<file path="src/rtl/int_ctrl_pkg.sv">
// int_ctrl_pkg: shared definitions for the interrupt controller.
//   OFS_*   : byte offsets of the MMIO registers relative to BASE_ADDR
//   state_e : controller FSM states (idle, request raised, in service)
package int_ctrl_pkg;

    localparam logic [7:0] OFS_MASK = 8'd0;
    localparam logic [7:0] OFS_PEND = 8'd1;
    localparam logic [7:0] OFS_STAT = 8'd2;
    localparam logic [7:0] OFS_EOI  = 8'd3;
    localparam logic [7:0] OFS_VEC  = 8'd4;

    typedef enum logic [1:0] {
        ST_IDLE    = 2'd0,
        ST_REQ     = 2'd1,
        ST_SERVICE = 2'd2
    } state_e;

endpackage

</file>
<file path="src/rtl/int_prio_enc.sv">
// int_prio_enc: combinational priority encoder, lowest set index wins.
//   req_i   in  NSRC : request vector (bit 0 = highest priority)
//   idx_o   out 3    : index of the winning request (0 when none)
//   valid_o out 1    : at least one request is set
module int_prio_enc #(
    parameter int NSRC = 4
) (
    input  logic [NSRC-1:0] req_i,
    output logic [2:0]      idx_o,
    output logic            valid_o
);

    always_comb begin
        idx_o   = '0;
        valid_o = 1'b0;
        for (int unsigned i = 0; i < NSRC; i++) begin
            if (req_i[i] && !valid_o) begin
                idx_o   = 3'(i);
                valid_o = 1'b1;
            end
        end
    end

endmodule

</file>
<file path="src/rtl/int_ctrl.sv">
// int_ctrl: prioritised memory-mapped interrupt controller.
//   clock, reset_n : clock, asynchronous active-low reset
//   src_irq        : source request levels (rising edge latched into PEND)
//   addr/w_data/w_en : MMIO bus; r_data/r_hit combinational read port
//   int_ack        : CPU acknowledge pulse
//   int_req/int_vec: registered request line and vector of the current source
module int_ctrl
    import int_ctrl_pkg::*;
#(
    parameter int         NSRC      = 4,
    parameter logic [7:0] BASE_ADDR = 8'd240
) (
    input  logic            clock,
    input  logic            reset_n,
    input  logic [NSRC-1:0] src_irq,
    input  logic [7:0]      addr,
    input  logic [7:0]      w_data,
    input  logic            w_en,
    output logic [7:0]      r_data,
    output logic            r_hit,
    input  logic            int_ack,
    output logic            int_req,
    output logic [7:0]      int_vec
);

    localparam logic [7:0] WIN_SIZE = 8'(4 + NSRC);

    state_e          state_q, state_d;
    logic [2:0]      id_q, id_d;
    logic            req_q, req_d;
    logic [7:0]      vout_q, vout_d;
    logic [NSRC-1:0] mask_q;
    logic [NSRC-1:0] pend_q, pend_d;
    logic [NSRC-1:0] prev_q;
    logic [7:0]      vec_q [NSRC];

    logic [7:0]      ofs;
    logic [2:0]      vidx;
    logic            wr, wr_mask, wr_pend, wr_eoi, wr_vec;
    logic [NSRC-1:0] rise, cand;
    logic [2:0]      win;
    logic            win_vld;
    logic            cur_live;
    logic [7:0]      win_vec;
    logic            ack_clr;

    // Offset arithmetic wraps modulo 256, so the window test is a single compare.
    assign ofs     = addr - BASE_ADDR;
    assign vidx    = 3'(ofs - OFS_VEC);
    assign r_hit   = (ofs < WIN_SIZE);
    assign wr      = w_en && r_hit;
    assign wr_mask = wr && (ofs == OFS_MASK);
    assign wr_pend = wr && (ofs == OFS_PEND);
    assign wr_eoi  = wr && (ofs == OFS_EOI);
    assign wr_vec  = wr && (ofs >= OFS_VEC);

    assign rise = src_irq & ~prev_q;
    assign cand = pend_q & mask_q;

    int_prio_enc #(.NSRC(NSRC)) u_prio_enc (
        .req_i   (cand),
        .idx_o   (win),
        .valid_o (win_vld)
    );

    // Index-by-loop keeps the 3-bit ids legal for any NSRC.
    always_comb begin
        cur_live = 1'b0;
        win_vec  = '0;
        for (int unsigned i = 0; i < NSRC; i++) begin
            if (3'(i) == id_q) cur_live = cand[i];
            if (3'(i) == win)  win_vec  = vec_q[i];
        end
    end

    always_comb begin
        state_d = state_q;
        id_d    = id_q;
        req_d   = req_q;
        vout_d  = vout_q;
        ack_clr = 1'b0;
        unique case (state_q)
            ST_IDLE: begin
                if (win_vld) begin
                    state_d = ST_REQ;
                    id_d    = win;
                    vout_d  = win_vec;
                    req_d   = 1'b1;
                end
            end
            ST_REQ: begin
                if (int_ack) begin
                    state_d = ST_SERVICE;
                    req_d   = 1'b0;
                    ack_clr = 1'b1;
                end else if (!cur_live) begin
                    state_d = ST_IDLE;
                    req_d   = 1'b0;
                end
            end
            ST_SERVICE: begin
                if (wr_eoi) state_d = ST_IDLE;
            end
            default: state_d = ST_IDLE;
        endcase
    end

    // Clears are applied first so a same-cycle rising edge always survives.
    always_comb begin
        pend_d = pend_q;
        if (wr_pend) pend_d = pend_d & ~w_data[NSRC-1:0];
        if (ack_clr) begin
            for (int unsigned i = 0; i < NSRC; i++) begin
                if (3'(i) == id_q) pend_d[i] = 1'b0;
            end
        end
        pend_d = pend_d | rise;
    end

    always_ff @(posedge clock or negedge reset_n) begin
        if (!reset_n) begin
            state_q <= ST_IDLE;
            id_q    <= '0;
            req_q   <= 1'b0;
            vout_q  <= '0;
        end else begin
            state_q <= state_d;
            id_q    <= id_d;
            req_q   <= req_d;
            vout_q  <= vout_d;
        end
    end

    always_ff @(posedge clock or negedge reset_n) begin
        if (!reset_n) begin
            mask_q <= '0;
            pend_q <= '0;
            prev_q <= '0;
            for (int unsigned i = 0; i < NSRC; i++) vec_q[i] <= '0;
        end else begin
            prev_q <= src_irq;
            pend_q <= pend_d;
            if (wr_mask) mask_q <= w_data[NSRC-1:0];
            for (int unsigned i = 0; i < NSRC; i++) begin
                if (wr_vec && (vidx == 3'(i))) vec_q[i] <= w_data;
            end
        end
    end

    // STAT reports the id only while a request or service is active.
    always_comb begin
        r_data = '0;
        if (r_hit) begin
            if (ofs == OFS_MASK)      r_data = 8'(mask_q);
            else if (ofs == OFS_PEND) r_data = 8'(pend_q);
            else if (ofs == OFS_STAT) r_data = (state_q != ST_IDLE) ? {1'b1, 4'b0000, id_q} : '0;
            else if (ofs >= OFS_VEC) begin
                for (int unsigned i = 0; i < NSRC; i++) begin
                    if (vidx == 3'(i)) r_data = vec_q[i];
                end
            end
        end
    end

    assign int_req = req_q;
    assign int_vec = vout_q;

endmodule

</file>
<file path="config.mk">
export PLATFORM = sky130hd
export DESIGN_NAME = int_ctrl
export DESIGN_NICKNAME = d
export VERILOG_FILES = /design/src/rtl/int_ctrl_pkg.sv /design/src/rtl/int_prio_enc.sv /design/src/rtl/int_ctrl.sv
export SDC_FILE = /design/constraint.sdc
export NUM_CORES = 1
export LEC_CHECK = 0
export ABC_CLOCK_PERIOD_IN_PS = 5600
export CORE_MARGIN = 10
export CORE_UTILIZATION = 54
export CTS_BUF_LIST = sky130_fd_sc_hd__clkbuf_4
export DETAILED_ROUTE_END_ITERATION = 8
export PLACE_DENSITY_LB_ADDON = 0.15
export SLEW_MARGIN = 10
export SYNTH_ARGS = -nofsm -noshare
export SYNTH_HDL_FRONTEND = slang
export SYNTH_SLANG_ARGS = --single-unit
</file>
<file path="constraint.sdc">
create_clock -name clock -period 5.6 [get_ports clock]
set_input_delay 1.12 -clock clock [delete_from_list [all_inputs] [get_ports clock]]
set_output_delay 1.12 -clock clock [all_outputs]
set_load 0.03 [all_outputs]
</file>
* Yosys cells after proc, flatten, opt, wreduce, memory -nomap -nowiden
Index checks and enable logic that the tools add are counted.
Storage, ports and cells: input bits 24, output and inout port bits 18, bits in registers 58, word-level logic and storage cells 105
Cells by class: bitwise gates (word level) 6, magnitude comparators 2, equal/unequal tests 17, $add $sub $neg 2, reduce and logical (&&, ||, !) cells 25, multiplexer cells 42
Operator list (count):
- $mux 8 | 14
- $mux 1 | 18
- $eq 8x2->1 const B | 2
- $and 4x4->4 | 3
- $eq 2x3->1 const A | 4
- $logic_and 1x1->1 | 12
- $mux 2 | 6
- $logic_not 3->1 | 3
- $eq 8x1->1 const B | 1
- $ge 8x3->1 const B | 1
- $logic_not 8->1 | 1
- $lt 8x4->1 const B | 1
- $mux 4 | 2
- $not 4->4 | 2
- $sub 8x8->8 const B | 1
- $eq 1x3->1 const A | 2
- $eq 3x2->1 const B | 2
- $pmux 2 s3 | 1
- $reduce_and 3->1 | 2
- $or 4x4->4 | 1
- $reduce_bool 2->1 | 2
- $eq 3x1->1 const B | 1
- $logic_not 1->1 | 3
- $ne 3x3->1 const B | 1
- other kinds (8) | 8

* Depth between registers and ports, before layout
Gate-level depths: netlist of run 1.
depth after elaboration 16, gate-level depth with buffers 6, depth with buffers taken out 4

* By module
A second synthesis of run 1 with hierarchy kept.
Second synthesis, totals: cells, all modules 248, area, all modules 2985.4 sq um
Modules (own cells, without submodules):
- int_ctrl | sequential area each 1451.4 sq um, cells an instance 239, area each 2939.1 sq um, times used 1
- int_prio_enc | sequential area each 0.0 sq um, cells an instance 9, area each 46.3 sq um, times used 1

* Worst setup path after synthesis of run 1
OpenSTA, ideal clock, no wires.
kind input to output, from in addr[1], to out r_data[0], slack 2.158 ns, stages on the path 6, required time 4.480 ns, data arrival time 2.322 ns, path buffers 2, cells stage by stage clkbuf_8 clkbuf_1 nand2_1 o32ai_1 mux2i_1 nor2_1
On the way: longest elaborated chain between the ends 12, elaborated cells on any way between the ends 20, classes of those cells 2 x add/sub; 2 x order compare; 5 x eq/ne; 9 x mux; 2 x reduce/logical
Ends and longest elaborated chain:
- start: declaration | RTL line int_ctrl.sv:16 | input logic [7:0] addr,
- $sub 8x8->8 (*) | RTL line int_ctrl.sv:48 | assign ofs = addr - BASE_ADDR;
- $sub 3x3->3 | RTL line int_ctrl.sv:49 | assign vidx = 3'(ofs - OFS_VEC);
- $logic_not 3->1 | RTL line int_ctrl.sv:159 | if (vidx == 3'(i)) r_data = vec_q[i];
- $mux 8 (4 in series) | RTL line int_ctrl.sv:159
- $mux 8 | RTL line int_ctrl.sv:157 | else if (ofs >= OFS_VEC) begin
- $mux 8 | RTL line int_ctrl.sv:156 | else if (ofs == OFS_STAT) r_data = (state_q != ST_IDLE) ? {1'b1, 4'b0000, id_q} : '0;
- $mux 8 | RTL line int_ctrl.sv:155 | else if (ofs == OFS_PEND) r_data = 8'(pend_q);
- $mux 8 | RTL line int_ctrl.sv:154 | if (ofs == OFS_MASK) r_data = 8'(mask_q);
- $mux 8 (*) | RTL line int_ctrl.sv:153 | if (r_hit) begin
- end: declaration | RTL line int_ctrl.sv:19 | output logic [7:0] r_data,
Every way passes the cells marked *; elsewhere a longest branch is shown, timed or not.

* Worst setup path after layout of run 1
from in addr[0], to out r_data[1]
Same word-level chain as after synthesis.

==> results of run 1 <==
## area by class of cell
class                      count  area [sq um]  area share
clock inverter                 4          20.0     0.00576
timing repair buffer          45           435       0.125
inverter                      14          52.6      0.0151
tap                           70          87.6      0.0252
clock buffer                  12          90.1      0.0259
sequential                    57          1430       0.410
multi-input combinational    154          1360       0.392
## kinds of logic after synthesis
| logic type | count (synthesis) |
|---|---|
| DFF | 57 |
| AOI/OAI and AO/OA | 54 |
| and+or+nand+nor | 49 |
| muxes | 51 |
| buffers and inverters | 28 |
## routing by layer
metal / part of all wire / track usage
met3: 0.093 / 0.0488
met1: 0.42 / 0.228
met5: 0 / 0
met2: 0.46 / 0.266
met4: 0.021 / 0.0886
## state kept, by name, summed over array words and instances, names as in the netlist
| register | cells |
|---|---|
| state_q | 2 |
| pend_q | 4 |
| int_vec | 8 |
| mask_q | 4 |
| prev_q | 4 |
| int_req | 1 |
| id_q | 2 |
| vec_q | 32 |
## worst max-delay path, stage by stage
cell	delay, ns
sky130_fd_sc_hd__clkdlybuf4s50_1	0.95
sky130_fd_sc_hd__buf_4	0.31
sky130_fd_sc_hd__mux2i_1	0.20
sky130_fd_sc_hd__o32ai_1	0.10
sky130_fd_sc_hd__mux2i_1	0.20
sky130_fd_sc_hd__nor2_1	0.06
sky130_fd_sc_hd__clkdlybuf4s50_1	0.59
## placed cells by master (no fill, tap or decap), drive strengths merged, types with 5 or more instances in the layout
| cell type | count |
|---|---|
| clkbuf | 12 |
| nand2 | 12 |
| mux2 | 36 |
| a32o | 11 |
| mux4 | 9 |
| nor3 | 5 |
| clkdlybuf4s50 | 40 |
| inv | 14 |
| a21oi | 15 |
| buf | 5 |
| nor2 | 13 |
| o32ai | 10 |
| dfrtp | 57 |
| a221oi | 8 |
| mux2i | 6 |
## power by group
group,switching [mW],total [mW],leakage (nW),internal [mW]
clock network,0.148,0.250,0.0624,0.103
registers,0.0469,0.503,0.749,0.457
logic,0.145,0.257,0.673,0.112
## metrics by stage
| stage | hold slack, ns | cell area (sq um) | setup slack (ns) | std cells | total power [mW] |
|---|---|---|---|---|---|
| 2_1_floorplan | 0.400 | 2920 | 2.16 | 239 | 0.656 |
| 3_3_place_gp | 0.407 | 3370 | 0.955 | 340 | 0.763 |
| 3_5_place_dp | 0.418 | 3370 | 0.946 | 340 | 0.765 |
| 4_1_cts | 0.431 | 3480 | 0.935 | 356 | 1.01 |
| 5_1_grt | 0.449 | 3480 | 0.789 | 356 | 1.06 |
| 6_report | 0.425 | 3480 | 0.939 | 356 | 1.01 |
## worst min path at each step
stage	start	to	slack, ns	cells past startpoint
floorplan	prev_q[0]	pend_q[0]	0.40	1
global placement	prev_q[3]	pend_q[3]	0.41	1
detailed placement	prev_q[0]	pend_q[0]	0.42	1
CTS	prev_q[0]	pend_q[0]	0.43	1
global route	prev_q[3]	pend_q[3]	0.45	1
finish	prev_q[0]	pend_q[0]	0.42	1
==> summary.md, run 1 <==
| Metric | Value |
|---|---|
| Result of the run | `complete, no violations` |
| Synthesized-area fraction occupied by adder cells | `0` |
| Wire length of the first global-routing pass | `12.0 mm` |
| Count of instances resized after the clock tree is built | `0` |
| Quantity of I/O buffers inserted on ports | `41` |
| First-iteration detailed-routing DRC count | `263` |
| Count of inserted antenna diode cells | `0` |
| Syn nets | `263` |
| CTS H-Tree Depth | `3` |
| Number of enable flip-flop cells after synthesis | `0` |
| Number of flip-flops and latches in the synthesized netlist | `57` |
| Largest buffer count on any clock path | `2` |
| Final critical path time including I/O delays and setup | `4.66 ns` |
| Number of standard-cell rows in the floorplan | `26` |
| Util after Layout | `0.672` |
| Start point of the critical path | `addr[0]` |
| Routability cong. | `0.908` |
| Startpoint type of the worst setup path | `primary input` |
| Final layout net count | `305` |
| Peak supply drop | `0.000189 V` |
| Instance count of the mapped netlist | `239` |
| Worst-path clk slew | `0.08 ns` |
| Placeable core region | `0.00517 sq mm` |
| Worst min-delay path class | `reg2reg` |
| Worst slew pin tran | `0.881 ns` |
| Destination of the critical timing path | `r_data[1]` |
| Lkg Pwr | `1.48 nW` |
| Die Y-Extent | `93.6 microns` |
| Class of the most critical setup path | `in2out` |
| Largest family of logic cells by synthesized area | `multiplexers` |
| Post-CTS setup repair buffer count | `0` |
| Die ar. | `0.00875 sq mm` |
| Synth Area in XOR/XNOR | `0` |
| End of the worst register-to-register path | `id_q[1]` |
| Sum of overflow across all layers after global routing | `0` |
| Final hold vios | `0` |
| Syn Area/Cell | `12.2 sq um` |
| Setup repair after global routing missed its margin | `no` |
| Initial Utilization | `0.565` |
| Via-to-Cell Ratio | `6.42` |
| Critical path required time | `4.48 ns` |
| Data arrival time of the critical path | `3.54 ns` |
| Clock skew | `0.0115 ns` |
| Yosys top cell area share | `0.488` |
| Final setup violating endpoints | `0` |
| Final ANT Viol Nets | `0` |
| Final-layout setup total negative slack | `0 ns` |
| Number of filler instances in the final layout | `391` |
| Via count of the first global-routing pass | `2280` |
| Most instantiated flip-flop cell in the synthesis netlist | `sky130_fd_sc_hd__dfrtp_1` |
| Fraction of layout cells with a size suffix above 1 | `0.269` |
| Worst Reg-to-Reg Cells | `5` |
| Cell with the most instances after synthesis | `sky130_fd_sc_hd__dfrtp_1` |
| Final period utilization | `0.832` |
| Final slew viol count | `0` |
| Synthesized-area fraction occupied by and/or/nand/nor cells | `0.0955` |
| TritonCTS Buffers | `9` |
| DR WL/cell | `20.8 microns` |
| Detailed-route via count | `2285` |
| Relative slew margins | `0.413` |
| Number of hold buffers added after CTS | `0` |
| Largest cells by area after synthesis | `sky130_fd_sc_hd__dfrtp_1, sky130_fd_sc_hd__mux2_2, sky130_fd_sc_hd__mux4_2` |
| Synth cell types | `38` |
| Power density over cell area | `291 mW/mm^2` |
| Max FO, Critical Path | `10` |
| Total number of yosys warnings | `0` |
| Total I/O pin count | `42` |
| Compound-cell area share of the yosys netlist | `0.143` |
| Async S/R FF share, synth | `1.00` |
| Number of antenna violations at the first check in global routing | `0` |
| Pin count of the biggest net entering global routing | `58` |
| Maximum operating frequency | `0.215 GHz` |
| Overall fraction of global-route tracks in use | `0.176` |
| Horiz. Die Dim | `93.6 microns` |
| Root buffer cell | `sky130_fd_sc_hd__clkbuf_4` |
| Growth of design area from synthesis to finish | `19.0%` |
| Total clock sinks | `57` |
| Final HPWL from detailed placement | `4.88 mm` |
| Overall routed net length | `7.41 mm` |
| Sequential element share of the synthesized area | `0.488` |
| Most common library cells after synthesis | `sky130_fd_sc_hd__dfrtp_1, sky130_fd_sc_hd__mux2_2, sky130_fd_sc_hd__a21oi_1` |
| Post-synthesis cell area | `0.00292 sq mm` |
| Clock tree from TritonCTS | `done` |
| Launch point of the worst reg-to-reg path | `state_q[1]` |
| Cell type with the highest aggregate area in the netlist | `sky130_fd_sc_hd__dfrtp_1` |
| Share of synthesized area spent on multiplexers | `0.229` |
| DRC | `0` |
| Clk Latency, worst-skew pair | `0.42 ns` |
| Crit path capture type | `output port` |
| First-pass detailed-route iteration total | `5` |
| Max Cap Viol | `0` |
| Worst setup slack for register-to-register paths | `3.50 ns` |
Note: power is estimated with default switching activity, not from simulation.
==> run 2: changes to the inputs <==
--- a/config.mk
+++ b/config.mk
@@ -5,7 +5,7 @@
 export SDC_FILE = /design/constraint.sdc
 export NUM_CORES = 1
 export LEC_CHECK = 0
-export ABC_CLOCK_PERIOD_IN_PS = 5600
+export ABC_CLOCK_PERIOD_IN_PS = 4800
 export CORE_MARGIN = 10
 export CORE_UTILIZATION = 54
 export CTS_BUF_LIST = sky130_fd_sc_hd__clkbuf_4
==> constraint.sdc (replaced) <==
create_clock -name clock -period 4.8 [get_ports clock]
set_input_delay 0.96 -clock clock [delete_from_list [all_inputs] [get_ports clock]]
set_output_delay 0.96 -clock clock [all_outputs]
set_load 0.03 [all_outputs]
==> summary.md, run 2 (synthesized netlist as in run 1, its figures left out) <==
| Metric | Value |
|---|---|
| Final setup violating endpoints | `0 (unchanged)` |
| Setup repair after global routing missed its margin | `no` |
| Area taken by flip-flops and latches | `0.00143 sq mm (unchanged)` |
| Startpoint type of the worst setup path | `primary input` |
| CTS H-Tree Depth | `3 (unchanged)` |
| Post-CTS setup repair buffer count | `0 (unchanged)` |
| Peak supply drop | `0.000233 V (+23%)` |
| Count of instances resized after the clock tree is built | `0 (unchanged)` |
| Worst slew pin tran | `0.862 ns (-0.0185 ns)` |
| Power density over cell area | `336 mW/mm^2 (+15%)` |
| Clock tree from TritonCTS | `done` |
| Leading cell type in the layout, fill and taps excluded | `sky130_fd_sc_hd__dfrtp_1` |
| Final-layout setup total negative slack | `0 ns (unchanged)` |
| Worst min-delay path class | `reg2reg` |
| Worst setup slack for register-to-register paths | `2.67 ns (-0.83 ns)` |
| Final slew viol count | `0 (unchanged)` |
| Placeable core region | `0.00517 sq mm (unchanged)` |
| Root buffer cell | `sky130_fd_sc_hd__clkbuf_4` |
| Horiz. Die Dim | `93.6 microns (unchanged)` |
| Util after Layout | `0.672 (about the same)` |
| Largest register by flop count | `vec_q` |
| Pin count of the biggest net entering global routing | `58 (unchanged)` |
| Worst Reg-to-Reg Cells | `5 (unchanged)` |
| First-iteration detailed-routing DRC count | `252 (-4.2%)` |
| Start point of the critical path | `addr[1]` |
| Clk Latency, worst-skew pair | `0.39 ns (-0.03 ns)` |
| Number of antenna violations at the first check in global routing | `0 (unchanged)` |
| Most used cells in the layout excluding fill and tap cells | `sky130_fd_sc_hd__dfrtp_1, sky130_fd_sc_hd__clkdlybuf4s50_1, sky130_fd_sc_hd__mux2_2` |
| Growth of design area from synthesis to finish | `19.1% (about the same)` |
| Total I/O pin count | `42 (unchanged)` |
| Largest buffer count on any clock path | `2 (unchanged)` |
| Final ANT Viol Nets | `0 (unchanged)` |
| Lkg Pwr | `1.49 nW (+0.53%)` |
| Max Cap Viol | `0 (unchanged)` |
| Clock skew | `0.0152 ns (+0.00375 ns)` |
| Final HPWL from detailed placement | `4.81 mm (-1.6%)` |
| Via count of the first global-routing pass | `2188 (-4.0%)` |
| DR WL/cell | `20.0 microns (-4.1%)` |
| TritonCTS Buffers | `9 (unchanged)` |
| Routability cong. | `0.889 (-2.1%)` |
| Total power | `1.17 mW (+15%)` |
| Critical path required time | `3.84 ns (-0.64 ns)` |
| Result of the run | `complete, no violations` |
| Relative slew margins | `0.425 (+0.0123)` |
| Max FO, Critical Path | `19 (+9)` |
| Launch point of the worst reg-to-reg path | `state_q[1]` |
| Wire length of the first global-routing pass | `11.7 mm (-2.8%)` |
| Final layout net count | `306 (+0.33%)` |
| Number of standard-cell rows in the floorplan | `26 (unchanged)` |
| Fraction of layout cells with a size suffix above 1 | `0.272 (+0.00255)` |
| Overall fraction of global-route tracks in use | `0.170 (-0.00642)` |
| Total area of multi-input combinational cells | `0.00136 sq mm (unchanged)` |
| Initial Utilization | `0.565 (unchanged)` |
| Count of inserted antenna diode cells | `0 (unchanged)` |
| Number of filler instances in the final layout | `400 (+2.3%)` |
| Sum of overflow across all layers after global routing | `0 (unchanged)` |
| Class of the most critical setup path | `in2out` |
| First-pass detailed-route iteration total | `4 (-1)` |
| Total clock sinks | `57 (unchanged)` |
| Number of flip-flops under the largest register name | `32 (unchanged)` |
| Die ar. | `0.00875 sq mm (unchanged)` |
| Final period utilization | `0.878` |
| Data arrival time of the critical path | `3.25 ns (-0.29 ns)` |
| Worst-path clk slew | `0.08 ns (about the same)` |
| Destination of the critical timing path | `r_data[7]` |
| Detailed-route via count | `2177 (-4.7%)` |
| DRC | `0 (unchanged)` |
| Overall routed net length | `7.12 mm (-3.8%)` |
| Number of hold buffers added after CTS | `0 (unchanged)` |
| Maximum operating frequency | `0.237 GHz` |
| Quantity of I/O buffers inserted on ports | `41 (unchanged)` |
| Final hold vios | `0 (unchanged)` |
| Final critical path time including I/O delays and setup | `4.21 ns` |
| Die Y-Extent | `93.6 microns (unchanged)` |
| Crit path capture type | `output port` |
| Via-to-Cell Ratio | `6.10 (-5.0%)` |
| End of the worst register-to-register path | `id_q[1]` |
-- run 2: cell count changes in the layout (fill, tap and decap cells not counted), sizes merged --
cell and delta:
clkinvlp -1, clkbuf -1, clkinv +2, buf +1
-- run 2: worst min-delay path by stage --
stage | startpoint | endpoint | slack, ns | cells after the start
floorplan | prev_q[0] | pend_q[0] | 0.40 | 1
global placement | prev_q[0] | pend_q[0] | 0.41 | 1
detailed placement | prev_q[3] | pend_q[3] | 0.41 | 1
CTS | prev_q[3] | pend_q[3] | 0.42 | 1
global route | prev_q[3] | pend_q[3] | 0.45 | 1
finish | prev_q[3] | pend_q[3] | 0.42 | 1
-- run 2: metrics by stage --
step	cells	worst slack (ns)	hold WS, ns	cell area [sq um]
after floorplan	239	1.68	0.400	2920
after global placement	341	0.651	0.406	3370
after detailed placement	341	0.622	0.412	3370
after CTS	357	0.616	0.424	3480
after global routing	357	0.424	0.446	3480
final	357	0.588	0.419	3480
-- run 2: final cells by class --
class                      count  area share
inverter                      14      0.0151
tap                           70      0.0252
clock inverter                 5     0.00647
clock buffer                  11      0.0237
multi-input combinational    154       0.392
timing repair buffer          46       0.127
sequential                    57       0.410
-- run 2: critical path: stages --
cell and delay [ns]:
sky130_fd_sc_hd__clkdlybuf4s50_1 0.99, sky130_fd_sc_hd__mux4_2 0.42, sky130_fd_sc_hd__a21oi_1 0.21, sky130_fd_sc_hd__nor2_1 0.06, sky130_fd_sc_hd__clkdlybuf4s50_1 0.60
-- run 2: per-layer routing --
layer | wire length, microns | GRT usage | vias to the layer above
li1 | - | - | 1001
met3 | 577 | 0.0639 | 4
met4 | 43 | 0.0405 | 0
met5 | 0 | 0 | -
met1 | 3270 | 0.233 | 1092
met2 | 3230 | 0.249 | 80
-- run 2: where the power goes --
group	internal (mW)	switching (mW)
sequential	0.533	0.0516
clock	0.112	0.169
combinational	0.132	0.170
total	0.777	0.391
==> run 3: changes to the inputs <==
==> constraint.sdc (replaced) <==
create_clock -name clock -period 4.8 [get_ports clock]
set_input_delay 0.96 -clock clock [delete_from_list [all_inputs] [get_ports clock]]
set_output_delay 0.96 -clock clock [all_outputs]
set_load 0.05 [all_outputs]
==> summary.md, run 3 (synthesized netlist as in run 1, its figures left out) <==
| Metric | Value |
|---|---|
| Result of the run | `complete, no violations` |
| End point of the worst hold path | `pend_q[3]` |
| Post-placement cell area | `0.00337 sq mm (about the same)` |
| Worst Reg-to-Reg Cells | `4 (-1)` |
| First-pass detailed-route iteration total | `4 (unchanged)` |
| Crit path capture type | `output port` |
| Worst-case setup slack after placement | `0.631 ns (+0.00938 ns)` |
| Pin count of the biggest net entering global routing | `46 (-21%)` |
| Peak supply drop | `0.000297 V (+27%)` |
| Total I/O pin count | `42 (unchanged)` |
| Final hold vios | `0 (unchanged)` |
| DR WL/cell | `20.2 microns (+1.1%)` |
| Growth of design area from synthesis to finish | `20.8%` |
| Final period utilization | `0.868 (-0.00985)` |
| Power density over cell area | `372 mW/mm^2 (+11%)` |
| Worst-path clk slew | `0.08 ns (about the same)` |
| Chain of cells forming the critical path | `clkdlybuf4s50_1 -> nand4_1 -> or3b_1 -> and2b_2 -> clkdlybuf4s50_1` |
| Horiz. Die Dim | `93.6 microns (unchanged)` |
| Overall routed net length | `7.22 mm (+1.4%)` |
| Data arrival time of the critical path | `3.21 ns (-0.04 ns)` |
| End of the worst register-to-register path | `int_vec[0]` |
| TritonCTS Buffers | `9 (unchanged)` |
| Number of cells on the worst hold path | `1 (unchanged)` |
| Number of filler instances in the final layout | `404 (+1.0%)` |
| Number of standard-cell rows in the floorplan | `26 (unchanged)` |
| Via count of the first global-routing pass | `2266 (+3.6%)` |
| Startpoint type of the worst setup path | `primary input` |
| Setup repair after global routing missed its margin | `no` |
| First-iteration detailed-routing DRC count | `214 (-15%)` |
| CP peak stage delay | `0.80 ns (-0.19 ns)` |
| Largest buffer count on any clock path | `2 (unchanged)` |
| Launch point of the worst reg-to-reg path | `pend_q[1]` |
| Relative slew margins | `0.432 (+0.00641)` |
| Count of inserted antenna diode cells | `0 (unchanged)` |
| Final setup violating endpoints | `0 (unchanged)` |
| Util after Layout | `0.682 (+0.00968)` |
| Area taken by flip-flops and latches | `0.00143 sq mm (unchanged)` |
| Largest register by flop count | `vec_q` |
| Number of buffers and inverters on the critical path | `2 (unchanged)` |
| Cell with the most instances on the worst path | `sky130_fd_sc_hd__clkdlybuf4s50_1` |
| CTS H-Tree Depth | `3 (unchanged)` |
| Via-to-Cell Ratio | `6.13 (+0.55%)` |
| Overall fraction of global-route tracks in use | `0.173 (+0.00311)` |
| Routability cong. | `0.910 (+2.4%)` |
| Number of antenna violations at the first check in global routing | `0 (unchanged)` |
| Fraction of layout cells with a size suffix above 1 | `0.288 (+0.0164)` |
| Maximum operating frequency | `0.240 GHz (+1.1%)` |
| Critical-path cell with the highest stage delay | `sky130_fd_sc_hd__clkdlybuf4s50_1` |
| Initial Utilization | `0.565 (unchanged)` |
| Top delay family on crit path | `buffers and inverters` |
| Max FO, Critical Path | `7 (-12)` |
| Worst min-delay path class | `reg2reg` |
| Clock skew | `0.0127 ns (-0.00251 ns)` |
| Most used cells in the layout excluding fill and tap cells | `sky130_fd_sc_hd__dfrtp_1, sky130_fd_sc_hd__mux2_2, sky130_fd_sc_hd__clkdlybuf4s50_1` |
| Total clock sinks | `57 (unchanged)` |
| Design Area, Final | `0.00353 sq mm (+1.4%)` |
| Max Cap Viol | `0 (unchanged)` |
| Sum of overflow across all layers after global routing | `0 (unchanged)` |
| Post-CTS setup repair buffer count | `0 (unchanged)` |
| Root buffer cell | `sky130_fd_sc_hd__clkbuf_4` |
| Count of instances resized after the clock tree is built | `0 (unchanged)` |
| Final setup slack of the worst path | `0.635 ns (+0.0473 ns)` |
| Worst setup slack for register-to-register paths | `2.93 ns (+0.26 ns)` |
| Lkg Pwr | `1.53 nW (+2.3%)` |
| Leading cell type in the layout, fill and taps excluded | `sky130_fd_sc_hd__dfrtp_1` |
| Quantity of I/O buffers inserted on ports | `41 (unchanged)` |
| Clk Latency, worst-skew pair | `0.40 ns (about the same)` |
| Final HPWL from detailed placement | `4.99 mm (+3.8%)` |
| Wire length of the first global-routing pass | `11.8 mm (+0.71%)` |
| Final layout net count | `307 (+0.33%)` |
| Detailed-route via count | `2195 (+0.83%)` |
| Final-layout setup total negative slack | `0 ns (unchanged)` |
| Die Y-Extent | `93.6 microns (unchanged)` |
| Total power | `1.31 mW (+12%)` |
| Number of hold buffers added after CTS | `0 (unchanged)` |
| Final critical path time including I/O delays and setup | `4.17 ns (-0.0473 ns)` |
| DRC | `0 (unchanged)` |
| Placeable core region | `0.00517 sq mm (unchanged)` |
| Final ANT Viol Nets | `0 (unchanged)` |
| Worst hold path startpoint | `prev_q[3]` |
| Clock tree from TritonCTS | `done` |
| Number of flip-flops under the largest register name | `32 (unchanged)` |
| Total area of multi-input combinational cells | `0.00136 sq mm (unchanged)` |
| Critical path required time | `3.84 ns (about the same)` |
| Die ar. | `0.00875 sq mm (unchanged)` |
| Class of the most critical setup path | `in2out` |
| Final slew viol count | `0 (unchanged)` |
| Worst slew pin tran | `0.845 ns (-0.0174 ns)` |
[run 3: per-layer routing]
metal	vias to the layer above	track usage	wire, microns
li1	1006	-	-
met3	6	0.0719	700
met5	-	0	0
met4	0	0.0620	68
met1	1083	0.224	3160
met2	100	0.254	3290
[run 3: power by group]
part / internal, mW / leakage, nW / switching (mW) / total (mW)
Sequential: 0.533 / 0.749 / 0.0522 / 0.585
Combinational: 0.132 / 0.690 / 0.198 / 0.330
Clock: 0.226 / 0.0866 / 0.171 / 0.397
Total: 0.891 / 1.53 / 0.422 / 1.31
[run 3: per-stage QoR]
step | instances | hold WS [ns]
after floorplan | 239 | 0.400
after global placement | 342 | 0.405
after detailed placement | 342 | 0.413
after CTS | 358 | 0.418
after global routing | 358 | 0.415
final | 358 | 0.418
[run 3: final cells by class]
class,instances,area share
flip-flops and latches,57,0.404
multi-input cells,154,0.387
repair buffers,47,0.125
clock buffers,12,0.0255
well taps,70,0.0248
clock inverters,4,0.0191
inverters,14,0.0149
[run 3: worst reg2reg max path: cells and delay by family, from the launching register on]
family,cells,cell delay [ns]
AND/OR/NAND/NOR,1,0.56
AO/OA/AOI/OAI,3,0.75
flip-flops,1,0.46
[run 3: how the worst max path moves through the flow]
stage	from	end	slack (ns)	depth (start not counted)
global route	addr[4]	r_data[4]	0.53	5
CTS	addr[4]	r_data[5]	0.62	5
global placement	addr[7]	r_data[4]	0.64	5
detailed placement	addr[7]	r_data[4]	0.63	5
finish	addr[4]	r_data[5]	0.63	5
floorplan	addr[1]	r_data[0]	1.44	6
==> RTL edit 1, RTL diff (flow settings as in run 3) <==
`NSRC` is set to 4 in 2 places; all go to 2.
--- a/src/rtl/int_prio_enc.sv
+++ b/src/rtl/int_prio_enc.sv
@@ -5,3 +5,3 @@
 module int_prio_enc #(
-    parameter int NSRC = 4
+    parameter int NSRC = 2
 ) (
--- a/src/rtl/int_ctrl.sv
+++ b/src/rtl/int_ctrl.sv
@@ -9,3 +9,3 @@
 #(
-    parameter int         NSRC      = 4,
+    parameter int         NSRC      = 2,
     parameter logic [7:0] BASE_ADDR = 8'd240
Ports: changed (resized src_irq); port bits go from 42 to 40. The function was not compared with the original's and may differ.
==> RTL edit 1 against run 3 <==
- cell area decreased by 30%
- routed wire length decreased by 35%
- power is 30% lower
- register-to-register slack improved by 140 ps
- sequential cell count shrank 23
- area after synthesis shrank 33%
- die area down 27%
- maximum frequency fell by 3.7%
- core utilization grew 3.6 points
- worst setup slack worse by 160 ps
- critical endpoint unchanged
- largest power group unchanged
- highest routed layer unchanged
==> RTL edit 1: results (changes against run 3) <==
The leakage power summed over all cells came out at 1.07 nW (-30%). The logs give 4.67 mm (-35%) for the routed wire length and 237 (-23%) for the number of nets in the layout. The highest net fanout along the worst path was 13 (+6). The worst supply voltage drop on vdd was 0.421 mV (+41%).

The fraction of the yosys area taken by sequential cells is 0.436 (-0.0526), and the count of buffers from port buffering is 39 (-4.9%). The global-route wire length before repair was 7.64 mm (-35%). The run gives 2 (-1) as the count of H-tree levels built during CTS. The total inserted antenna cells came out at 0 (unchanged). The async set-or-reset flop fraction in the synthesized netlist is 1.00 (unchanged). Net count of the mapped netlist: 196 (-25%).

The run gives 1533 (-32%) as the via count of the first global-routing pass. The clock slew at the register clock pins of the worst setup and hold paths is 100 ps (+20 ps). The logs give 8.55 ps (-4.19 ps) for the setup skew after layout and 0.249 (-0.00526) for the met2 capacity usage during global routing.

Routability-driven placement congestion ratio: 0.814 (-11%). The first-iteration detailed-routing DRC count is 59 (-72%), and the switching power is 0.320 mW (-24%). The run gives 4 (unchanged) as the iteration count of the initial detailed-routing pass.

The ratio of routed vias to standard cells is 5.67 (-7.5%). Ranked by total cell area, the synthesized netlist is headed by sky130_fd_sc_hd__dfrtp_1 (44%), sky130_fd_sc_hd__mux2i_1 (8.7%), sky130_fd_sc_hd__mux2_2 (6.3%). The number of buffers created by CTS came out at 5 (-4).

For the data arrival time at the worst-slack endpoint, the log shows 3370 ps (+160 ps). The distinct cell type count of the synthesized netlist is 44 (+16%), and the initial antenna violation count is 0 (unchanged). Post-CTS setup repair buffer count: 0 (unchanged). The worst slew margin relative to its limit came out at 0.434 (+0.00273). The run finished with clean final reports. Clock root buffer: sky130_fd_sc_hd__clkbuf_4. For the number of synthesis warnings, the log shows 0 (unchanged). Largest register by flop count: vec_q. The run gives 35 (-24%) as the largest net degree at the start of global routing. Ranked by instance count, the synthesized netlist is headed by sky130_fd_sc_hd__dfrtp_1 (34), sky130_fd_sc_hd__mux2i_1 (17), sky130_fd_sc_hd__nor2_1 (16).

The estimated wirelength of the detail-placed design was 3.42 mm (-32%); the all-layer global routing usage was 0.151 (-0.0223). The number of flops mapped to enable cells by yosys works out to 0 (unchanged). The number of flip-flops in the largest register was 16 (-50%). The tools report the met1 global-route usage as 0.179 (-0.0457). The fraction of final layout cells with drive strength greater than 1 was 0.206 (-0.0826); the insertion delay to the later sink of the worst-skew pair was 340 ps (-60 ps). The tools report the met3 track demand over resource in global routing as 0.0579 (-0.0140).
-- RTL edit 1: power by group through the flow --
| stage | registers, mW | clock network [mW] | logic (mW) |
|---|---|---|---|
| 6_report | 0.357 | 0.263 | 0.299 |
| 5_1_grt | 0.364 | 0.285 | 0.317 |
| 4_1_cts | 0.357 | 0.268 | 0.302 |
| 3_5_place_dp | 0.361 | 0 | 0.300 |
| 3_3_place_gp | 0.359 | 0 | 0.295 |
| 2_1_floorplan | 0.477 | 0 | 0.0684 |
-- RTL edit 1: metal layers --
metal	routed length, um	vias up
li1	-	714
met1	1980	721
met2	2350	33
met3	284	6
met4	60	0
met5	0	-
-- RTL edit 1: kinds of logic (layout without fill, tap and decap cells) --
kind of cell / count (synthesis) / in the layout / share of synthesized area
fa+ha+maj: 2 / 2 / 0.0128
buf+inv: 13 / 55 / 0.0429
xor+xnor: 1 / 1 / 0.00449
compound gates: 44 / 44 / 0.165
mux: 36 / 36 / 0.212
simple gates: 42 / 42 / 0.128
flops: 34 / 34 / 0.436
-- RTL edit 1: final timing paths --
check	start	end	slack, ps	depth (start not counted)
setup / recovery	addr[4]	r_data[5]	470	7
hold / removal	prev_q[1]	pend_q[1]	420	1
setup reg to reg	mask_q[0]	int_vec[0]	3070	4
hold reg to reg	prev_q[1]	pend_q[1]	420	1
max in group asynchronous	reset_n	vec_q[10]	3470	2
min in group asynchronous	reset_n	vec_q[7]	1020	2
-- RTL edit 1: cell type report --
class | count | area, sq um
Clock buffer | 5 | 37.5
Multi-Input combinational cell | 125 | 1020
Timing Repair Buffer | 41 | 398
Tap cell | 46 | 57.6
Sequential cell | 34 | 851
Fill cell | 264 | 962
Inverter | 6 | 22.5
Clock inverter | 3 | 68.8
-- RTL edit 1: worst max-delay path, stage by stage --
cell                              delay [ps]
sky130_fd_sc_hd__clkdlybuf4s50_1         540
sky130_fd_sc_hd__ha_1                    190
sky130_fd_sc_hd__nand2_1                 100
sky130_fd_sc_hd__a21oi_4                 320
sky130_fd_sc_hd__nand2_1                 250
sky130_fd_sc_hd__nor2_1                  170
sky130_fd_sc_hd__clkdlybuf4s50_1         830
-- RTL edit 1: metrics by stage --
step,cell area [sq um],hold slack [ps],setup slack (ps),std cells
floorplan,1950,400,1230,172
global placement,2350,405,531,252
detailed placement,2350,413,467,252
CTS,2450,428,461,260
global route,2450,471,321,260
finish,2450,423,474,260
==> RTL edit 2, RTL diff (config.mk and constraints of run 3) <==
Made on the original files. Reset style: synchronous (`reset_n`), changed in 2 clocked blocks. Comments in the files are not updated.
--- a/src/rtl/int_ctrl.sv
+++ b/src/rtl/int_ctrl.sv
@@ -119,3 +119,3 @@
 
-    always_ff @(posedge clock or negedge reset_n) begin
+    always_ff @(posedge clock) begin
         if (!reset_n) begin
@@ -133,3 +133,3 @@
 
-    always_ff @(posedge clock or negedge reset_n) begin
+    always_ff @(posedge clock) begin
         if (!reset_n) begin
Function: differs if reset_n is asserted again (counterexample within 4 cycles, from zero or initial values and one cycle with reset_n low); with reset_n held inactive, the same outputs for 4 cycles.
==> RTL edit 2 against run 3 <==
- core utilization up 0.16 points
- worst setup slack worse by 170 ps
- area after synthesis down 1.5%
- routed wire length up 0.86%
- die area down 1.2%
- sequential cell count unchanged
- cell area down 0.39%
- critical path type unchanged
Power is not compared: it rests on default switching activity, and its combinational part moved more than twofold at a synthesized area within 25%.
==> RTL edit 2: results (changes against run 3) <==
The highest net fanout along the worst path is 12 (+5). Counting instances in the post-synthesis netlist gives the leading cell types as sky130_fd_sc_hd__edfxtp_1 (32), sky130_fd_sc_hd__dfxtp_1 (25), sky130_fd_sc_hd__inv_1 (24). The logs give 200 (-6.5%) for the first-iteration detailed-routing DRC count and 12.3 ps (-0.453 ps) for the setup skew after layout. The area after detailed placement was 3350 sq um (-0.67%). The transition time at the pin with the least slew margin was 683 ps (-161 ps); the net count of the mapped netlist was 290 (+10%). The wire length the detailed router placed on met1 is 3.11 mm (-1.8%), and the all-layer global routing usage is 0.174 (+0.000737).

The total inserted antenna cells was 0 (unchanged); the fill cell total of the finished layout was 441 (+9.2%). The instance count along the most critical hold path is 1 (unchanged), and the global-route wire length before repair is 11.8 mm (+0.65%). The number of placed cells counting well taps is 369 (+7.9%).

The routability-driven placement congestion ratio is 0.910 (about the same). The type of the worst min-delay path is flip-flop to flip-flop. The run gives 0.222 (-0.00225) as the met1 global-route usage.

In the post-synthesis netlist, the biggest area contributors are sky130_fd_sc_hd__edfxtp_1 (33%), sky130_fd_sc_hd__dfxtp_1 (17%), sky130_fd_sc_hd__mux4_2 (7.0%). The largest net degree at the start of global routing was 20 (-57%). The estimated wirelength of the detail-placed design was 5.70 mm (+14%). The number of nets in the layout is 335 (+9.1%), and the amount of wire on met2 after detailed routing is 3.47 mm (+5.3%). The data arrival time at the worst-slack endpoint came out at 3380 ps (+170 ps). The met2 capacity usage during global routing was 0.273 (+0.0187).

The run finished with clean final reports. The async set-or-reset flop fraction in the synthesized netlist is 0 (-1.00), and the delay contributed by the slowest stage of the critical path is 870 ps (+70 ps). The met3 track demand over resource in global routing came out at 0.0512 (-0.0208). More flip-flops sit in one register than any other, and that register is vec_q.

The maximum root-to-sink buffer count was 2 (unchanged); the post-CTS setup repair buffer count was 0 (unchanged). The highest layer touched by signal routing is met4. The worst-case setup slack after placement is 439 ps (-193 ps). The tools report the total vias in the final route as 2308 (+5.1%). The clock slew at the register clock pins of the worst setup and hold paths is 110 ps (+30 ps), and the wire length per cell is 18.9 um (-6.5%).

The ratio of routed vias to standard cells was 5.98 (-2.5%); the distinct cell type count of the synthesized netlist was 44 (+16%). The logs give 266 (+11%) for the cell count after synthesis and 0 (unchanged) for the count of instances resized after the clock tree is built. The met3 wire length was 646 um (-7.7%); the number of flops mapped to enable cells by yosys was 32 (+32). The fraction of final layout cells with drive strength greater than 1 was 0.117 (-0.171).

The fraction of the yosys area taken by sequential cells came out at 0.508 (+0.0198).
## RTL edit 2: changes by cell type in the layout (fill, tap and decap cells not counted), sizes merged, moves of 16 or more
cell | run 3 | this run
dfrtp | 57 | 0
mux2 | 36 | 0
edfxtp | 0 | 32
dfxtp | 0 | 25
nor3 | 5 | 22
and2 | 2 | 18
## RTL edit 2: stage by stage
step | total power, mW | util
after floorplan | 0.605 | -
after global placement | 0.647 | 0.651
after detailed placement | 0.649 | 0.651
after CTS | 1.05 | 0.683
after global routing | 1.08 | 0.684
final | 1.04 | 0.684
## RTL edit 2: layout make-up
class | count | area share
sequential | 57 | 0.416
inverter | 24 | 0.0256
timing repair buffer | 49 | 0.133
clock buffer | 9 | 0.0192
tap | 70 | 0.0249
multi-input combinational | 170 | 0.355
clock inverter | 7 | 0.0267
## RTL edit 2: final timing paths
check / from / to / slack, ps
max: addr[0] / r_data[0] / 460
min: prev_q[1] / pend_q[1] / 410
max reg2reg: pend_q[1] / int_vec[6] / 3000
min reg2reg: prev_q[1] / pend_q[1] / 410
## RTL edit 2: kinds of logic (layout without fill, tap and decap cells)
group	count (synthesis)	in the layout	share of synthesized area
flops	57	57	0.508
compound gates	60	60	0.164
simple gates	94	94	0.174
buf+inv	39	89	0.0587
mux	16	16	0.0948
## RTL edit 2: where the power goes
| part | leakage, nW | internal [mW] | switching, mW |
|---|---|---|---|
| Clock | 0.0839 | 0.211 | 0.189 |
| Sequential | 0.508 | 0.534 | 0.0185 |
| Combinational | 0.635 | 0.0436 | 0.0430 |
## RTL edit 2: worst max-delay path: cells and delay by family
family	cells	cell delay [ps]
multiplexers	2	760
AND/OR/NAND/NOR	1	70
buffers and inverters	2	1580
